`src/rtl/song_player.sv`:
```
// Note-table playback engine: walks the song ROM, times each note, optional gap, loop/pause/stop.
// Optional feature: define SONG_PLAYER_TEMPO_EN to add the tempo[1:0] duration-scaling input.
module song_player #(
  parameter int ADDR_W     = 9,
  parameter int SONG_W     = 4,
  parameter int NOTE_W     = 4,
  parameter int DUR_W      = 32,
  parameter int GAP_CYCLES = 0
) (
  input  logic              clk,
  input  logic              rst_n,
  input  logic              start,
  input  logic              stop,
  input  logic              pause,
  input  logic              loop_en,
  input  logic [SONG_W-1:0] song_sel,
`ifdef SONG_PLAYER_TEMPO_EN
  input  logic [1:0]        tempo,
`endif
  output logic [ADDR_W-1:0] rom_addr,
  output logic [SONG_W-1:0] rom_song,
  input  logic [NOTE_W-1:0] rom_note,
  input  logic [DUR_W-1:0]  rom_dur,
  output logic [NOTE_W-1:0] note,
  output logic              note_on,
  output logic              playing,
  output logic              done
);

  localparam int GW = (GAP_CYCLES > 1) ? $clog2(GAP_CYCLES) : 1;
  localparam logic [GW-1:0] GAP_LD = (GAP_CYCLES > 0) ? GW'(GAP_CYCLES - 1) : '0;

  typedef enum logic [1:0] {IDLE, LOAD, PLAY, GAP} state_t;

  state_t            state;
  logic [DUR_W-1:0]  dur_cnt;
  logic [DUR_W-1:0]  eff_dur;
  logic [GW-1:0]     gap_cnt;
  logic              last_addr;
  logic              fin;
  logic              eos;

`ifdef SONG_PLAYER_TEMPO_EN
  logic [DUR_W-1:0] shifted;
  // a nonzero entry never scales down to a terminator
  assign shifted = rom_dur >> tempo;
  assign eff_dur = (shifted == '0) ? DUR_W'(1) : shifted;
`else
  assign eff_dur = rom_dur;
`endif

  assign last_addr = &rom_addr;
  // fin: current entry fully played (note + gap); eos: song terminates this cycle
  assign fin = !pause && ((state == PLAY && dur_cnt == '0 && GAP_CYCLES == 0) ||
                          (state == GAP && gap_cnt == '0));
  assign eos = !pause && ((state == LOAD && rom_dur == '0) || (fin && last_addr));

  always_ff @(posedge clk or negedge rst_n) begin
    if (!rst_n) begin
      state    <= IDLE;
      rom_addr <= '0;
      rom_song <= '0;
      note     <= '0;
      note_on  <= 1'b0;
      playing  <= 1'b0;
      done     <= 1'b0;
      dur_cnt  <= '0;
      gap_cnt  <= '0;
    end else begin
      done <= 1'b0;
      if (stop) begin
        state    <= IDLE;
        rom_addr <= '0;
        note     <= '0;
        note_on  <= 1'b0;
        playing  <= 1'b0;
        dur_cnt  <= '0;
        gap_cnt  <= '0;
      end else if (start) begin
        state    <= LOAD;
        rom_song <= song_sel;
        rom_addr <= '0;
        note     <= '0;
        note_on  <= 1'b0;
        playing  <= 1'b1;
      end else if (eos) begin
        note_on <= 1'b0;
        if (loop_en) begin
          rom_addr <= '0;
          state    <= LOAD;
        end else begin
          state    <= IDLE;
          rom_addr <= '0;
          note     <= '0;
          playing  <= 1'b0;
          done     <= 1'b1;
        end
      end else if (fin) begin
        note_on  <= 1'b0;
        rom_addr <= rom_addr + 1'b1;
        state    <= LOAD;
      end else if (!pause) begin
        case (state)
          LOAD: begin
            note    <= rom_note;
            dur_cnt <= eff_dur - DUR_W'(1);
            note_on <= (rom_note != '0);
            state   <= PLAY;
          end
          PLAY: begin
            // dur_cnt == 0 only lands here when a gap follows
            if (dur_cnt == '0) begin
              note    <= '0;
              note_on <= 1'b0;
              gap_cnt <= GAP_LD;
              state   <= GAP;
            end else begin
              dur_cnt <= dur_cnt - DUR_W'(1);
              note_on <= (note != '0);
            end
          end
          GAP:     gap_cnt <= gap_cnt - GW'(1);
          default: ;
        endcase
      end else begin
        note_on <= 1'b0;
      end
    end
  end

endmodule

```
`config.mk`:
```
export PLATFORM = sky130hd
export DESIGN_NAME = song_player
export DESIGN_NICKNAME = d
export VERILOG_FILES = /design/src/rtl/song_player.sv
export SDC_FILE = /design/constraint.sdc
export NUM_CORES = 1
export LEC_CHECK = 0
export CORE_MARGIN = 2
export CORE_UTILIZATION = 55
export DETAILED_ROUTE_END_ITERATION = 10
export PLACE_DENSITY = 0.81
export SLEW_MARGIN = 10
export SYNTH_ARGS = -nofsm -noshare
export SYNTH_HDL_FRONTEND = slang
export SYNTH_SLANG_ARGS = --single-unit
```
`constraint.sdc`:
```
create_clock -name clk -period 6.3 [get_ports clk]
set_clock_uncertainty 0.1 [all_clocks]
set_input_delay 1.26 -clock clk [delete_from_list [all_inputs] [get_ports clk]]
set_output_delay 1.26 -clock clk [all_outputs]
set_load 0.02 [all_outputs]
```
# == Word level (Yosys, flattened, before mapping) ==
# Index checks and enable logic that the tools add are counted.
# totals
ff_bits,55
in_bits,46
# op_classes
add_sub_neg,4
eq_ne,16
mux,49
bitwise,2
reduce_logical,27
# ops
op,n
2-to-1 mux 32 bit,6
zero test 32 bit,2
case mux 32 bit (2 select lines),1
"subtractor 32 x 1 -> 32 bit, second input constant",2
2-to-1 mux 9 bit,4
2-to-1 mux 4 bit,7
2-to-1 mux 1 bit,21
2-to-1 mux 2 bit,6
AND reduction 6 bit,2
nonzero test 4 bit,3
"adder 9 x 1 -> 9 bit, second input constant",1
AND reduction 9 bit,1
nonzero test 3 bit,3
"!= test 4 x 3 -> 1 bit, second input constant",2
case mux 4 bit (2 select lines),1
nonzero test 7 bit,1
logical AND 1 bit,6
"!= test 2 bit, second input constant",3
"!= test 3 bit, second input constant",2
"!= test 6 x 5 -> 1 bit, second input constant",1
nonzero test 6 bit,1
"!= test 5 x 3 -> 1 bit, second input constant",1
"!= test 5 x 4 -> 1 bit, second input constant",1
AND reduction 5 bit,1
other kinds (14),19

# == Longest topological paths before layout ==
# logic_depth
ltp_word,10
depth_mapped,16

# == Worst setup path before layout ==
# OpenSTA, ideal clock, no wires.
# synth_timing
path_kind,reg-to-reg
start,reg state[0]
end,reg dur_cnt[28]
arrival_time_ps,3352
required_ps,6096
setup_slack_ps,2744
stages_incl_launch_ff,17
n_path_buf,7
synth_period_minus_slack_ps,3556
path_cell_list,dfrtp_1 inv_1 ha_1 buf_4 buf_6 buf_6 clkbuf_1 buf_6 clkbuf_1 mux2i_1 ha_1 o211a_1 o2111ai_1 clkbuf_1 o31ai_1 o41ai_1 a221oi_1
# synth_between
elab_chain_len,9
elab_cells_between_ends,22
classes_between,eq/ne: 6; mux: 6; reduce/logical: 10
# synth_rtl
item,line,text
"start, declared",35,state_t state;
"start signal, assigned",60,state <= IDLE;
"start signal, assigned",72,state <= IDLE;
"start signal, assigned",80,state <= LOAD;
"== test 2 bit, on equally long branches","54, 103, 55",
"logical AND 1 bit, on equally long branches","54, 55",
logical OR 1 bit,54,assign fin = !pause && ((state == PLAY && dur_cnt == '0 && GAP_CYCLES == 0) ||
logical AND 1 bit,54,
logical AND 1 bit,56,assign eos = !pause && ((state == LOAD && rom_dur == '0) || (fin && last_addr));
logical OR 1 bit,56,
logical AND 1 bit,56,
!= test 2 bit (no line),n/a,
AND reduction 6 bit (no line),n/a,
"end signal, assigned",106,dur_cnt <= eff_dur - DUR_W'(1);
"end signal, assigned",118,dur_cnt <= dur_cnt - DUR_W'(1);
"end, declared",36,logic [DUR_W-1:0] dur_cnt;
# Several ways; a longest one is shown, not always the timed one. The select of a mux whose other input is x is not followed.
# A chain may end at the register's enable or synchronous reset.

# == Final worst setup path ==
# layout_timing
start,in rom_dur[20]
end,reg dur_cnt[29]
# layout_between
elab_chain_len,7
elab_cells_between_ends,13
classes_between,add/sub: 1; eq/ne: 1; mux: 6; reduce/logical: 5
# layout_rtl
item,line,text
"start, declared",23,"input logic [DUR_W-1:0] rom_dur,"
subtractor 32 x 1 -> 32 bit,106,
case mux 32 bit (2 select lines),103,case (state)
2-to-1 mux 32 bit,102,end else if (!pause) begin
2-to-1 mux 32 bit,98,end else if (fin) begin
2-to-1 mux 32 bit,86,end else if (eos) begin
2-to-1 mux 32 bit,79,end else if (start) begin
2-to-1 mux 32 bit,71,if (stop) begin
# Several ways; a longest one is shown, not always the timed one. The select of a mux whose other input is x is not followed.

==> impl_metrics.toml <==
[die]
num_rows = 33
dieArea_um2 = 9090
initial_core_util_pct = 56.4
io_pins = 66
core_um2 = 8130
die_width_um = 95.3
fp.dieH_um = 95.3

[clocking]
cts_hold_buf = 0
path_clk_slew_ps = 110
clock_sinks = 55
clockBufferDepth = 2
cts-htree-levels = 2
cts_tree = "done"
cts_setup_buffers = 0
cts_buffers = 5
insertion_delay_ps = 330
cts_root_buf = "clkbuf_8"
ctsResizeCount = 0

[logic_synthesis]
netlist-cell-type-count = 80
synthArstFlopShare_pct = 100
synthMostInstantiatedCell = "dfrtp_1"
synth.avg_cell_area_um2 = 8.30
yosysWarnings = 0
synth_flop_cell = "dfrtp_1"
synth_edf_count = 0
seq_area_frac_synth_pct = 30.0
netlist.area_leader.share_pct = 30.0
synthTopCellsByArea = "dfrtp_1 30%, a21oi_1 4.4%, nor3_1 3.9%"
netlist_area_um2 = 4590
ys_ff_latch = 55
syn_nets = 605
synth_largest_area_cell = "dfrtp_1"
ys_top_cells_by_count = "55 x dfrtp_1, 44 x nor2_1, 43 x nand2_1"
synthCells = 553

[place]
numPortBuffers = 65
placed_cell_area_um2 = 5260
dp_slack_ps = 1470
dpl.cell_count = 699
gp_congestion = 0.976
dpl.hpwl_mm = 9.09

[pwr]
power.density_nw_per_um2 = 153
pwr-share-comb_pct = 26.2
ir_drop_uv = 91.1
sequentialPowerShare_pct = 46.9
pwr-share-clk_pct = 26.9
p_leak_nw = 1.99
p_sw_share_pct = 34.3
p_total_uw = 819
internal-power_uw = 539
netSwitchingPower_uw = 281

[finish]
regArea_um2 = 1380
final_net_count = 653
multiInputGateArea_um2 = 3010
drive_gt1_share_pct = 7.14
finish.utilization_pct = 65.8
fin_area_um2 = 5360
n_antenna_cell = 0
fill_cells = 676
instances_no_fill = 707
area_growth_pct = 16.7

[setup_path]
crit_required_ps = 6430
worstPathCellList = "clkdlybuf4s50_1 > nor4_1 > nand4_1 > nor4_4 > or4_1 > buf_4 > o31ai_1 > a2111oi_2"
start_kind = "primary input"
cpMaxStageDelayCell = "or4_1"
r2r_slack_ps = 2300
reg2reg_to = "dur_cnt[30]$_DFFE_PN0P_"
worstSetupPathType = "in2reg"
r2r_start = "state[0]$_DFFE_PN0P_"
crit_path_start = "rom_dur[20]"
cp.arrival_ps = 4760
crit_family = "simple AND/OR/NAND/NOR gates"
crit_path_max_fanout = 18
reg2reg_depth = 10
max_stage_delay_ps = 720
critPathBufInv = 2
cp-end-kind = "flop"

[run]
drv_cap = 0

[sta]
rsz0062_at_grt = "false"
fin_hold_ws_ps = 424
layout_setup_ws_ps = 1660
slew_violations = 0
worst_pin_slew_ps = 1160
final-setup-viol-count = 0
fin_crit_sh_pct = 73.6
period_minus_slack_ps = 4640
max_freq_mhz = 216
finalSetupTns_ps = 0
hold_violations = 0
max-slew-margin-rel_pct = 22.7

[grt]
gr-total-overflow = 0
grt_pass1_vias = 4397
grt.total_usage_pct = 29.6
grt_pass1_wl_mm = 21.5
grt_max_degree = 100
grt_antenna_before_repair = 0

[drt]
vias = 4834
antenna_left = 0
wire_per_inst_um = 18.5
dr.pass1.iters = 6
drc = 0
routed_via_density = 6.84
drt_iter0_markers = 465
wirelength_mm = 13.1

[status]
status = "finished, final reports clean"

[worst_hold_path]
hp-start = "rom_song[3]$_DFFE_PN0P_"
min_path_type = "reg2reg"
holdPathEnd = "rom_song[3]$_DFFE_PN0P_"
hold_depth = 1
==> cell families (layout without fill, tap and decap cells) <==
kind of cell    Yosys count  after routing  share of synthesized area, %
simple gates            239            239                          29.3
compound gates          178            178                          27.9
mux                      10             10                          2.35
flops                    55             55                          30.0
buf+inv                  44             93                          4.83
fa+ha+maj                 6              6                          1.64
xor+xnor                 21             21                          4.01
==> worst reg2reg max path: stages, from the launching register on <==
cell       delay (ps)
dfrtp_1           440
inv_1              70
ha_2              180
buf_4             700
mux2i_1           360
ha_1              310
o211a_1           340
o2111ai_1         590
o31a_1            500
o21ai_0           180
a31oi_1           100
==> routing by layer <==
metal,vias up,global-route usage [%],share of wire [%]
met3,40,4.58,8.1
met4,0,9.54,2.4
li1,2252,-,-
met1,2315,40.7,44
met5,-,0,0
met2,227,47.7,45
==> worst max-delay path by stage <==
stage                                   end  slack (ps)  depth (start not counted)
global placement    dur_cnt[29]$_DFFE_PN0P_        1540                          8
floorplan           dur_cnt[28]$_DFFE_PN0P_        2740                         16
global route        dur_cnt[21]$_DFFE_PN0P_        1500                          8
detailed placement  dur_cnt[29]$_DFFE_PN0P_        1470                          8
CTS                 dur_cnt[29]$_DFFE_PN0P_        1790                          8
finish              dur_cnt[29]$_DFFE_PN0P_        1660                          8
==> layout by cell type (no fill, tap or decap), drive strengths merged, types with 4 or more instances in the layout <==
cell type / netlist / layout
a2111oi: 5 / 5
a211oi: 8 / 8
a21boi: 4 / 4
a21o: 6 / 6
a21oi: 40 / 40
a221oi: 4 / 4
a22oi: 8 / 8
a2bb2oi: 8 / 8
a31oi: 19 / 19
a32oi: 4 / 4
and3: 9 / 9
buf: 13 / 8
clkbuf: 18 / 5
clkdlybuf4s50: 0 / 64
dfrtp: 55 / 55
ha: 6 / 6
inv: 12 / 14
mux2: 6 / 6
mux2i: 4 / 4
nand2: 43 / 43
nand2b: 4 / 4
nand3: 11 / 11
nand4: 6 / 6
nand4b: 11 / 11
nor2: 44 / 44
nor2b: 6 / 6
nor3: 36 / 36
nor3b: 9 / 9
nor4: 24 / 24
o21a: 7 / 7
o21ai: 20 / 20
o21bai: 4 / 4
o22ai: 6 / 6
o2bb2ai: 4 / 4
or2: 5 / 5
or3: 9 / 9
or4: 13 / 13
xnor2: 10 / 10
xor2: 11 / 11
==> state kept, by name, indices dropped and copies added (netlist names) <==
| register | flops |
|---|---|
| dur_cnt | 32 |
| rom_addr | 9 |
| note | 4 |
| rom_song | 4 |
| state | 2 |
| done | 1 |
| gap_cnt | 1 |
| note_on | 1 |
| playing | 1 |
==> area by class of cell <==
class | instances | area share, %
multi-input cells | 454 | 56.1
inverters | 13 | 0.911
well taps | 105 | 2.45
repair buffers | 72 | 13.0
flip-flops and latches | 55 | 25.7
clock inverters | 3 | 0.467
clock buffers | 5 | 1.29
==> power by group through the flow <==
stage,clock network (mW),logic (mW),registers [mW]
2_1_floorplan,0,0.119,0.393
3_3_place_gp,0,0.206,0.390
3_5_place_dp,0,0.211,0.391
4_1_cts,0.223,0.212,0.384
5_1_grt,0.237,0.233,0.387
6_report,0.221,0.214,0.384
Note: power is estimated with default switching activity, not from simulation.
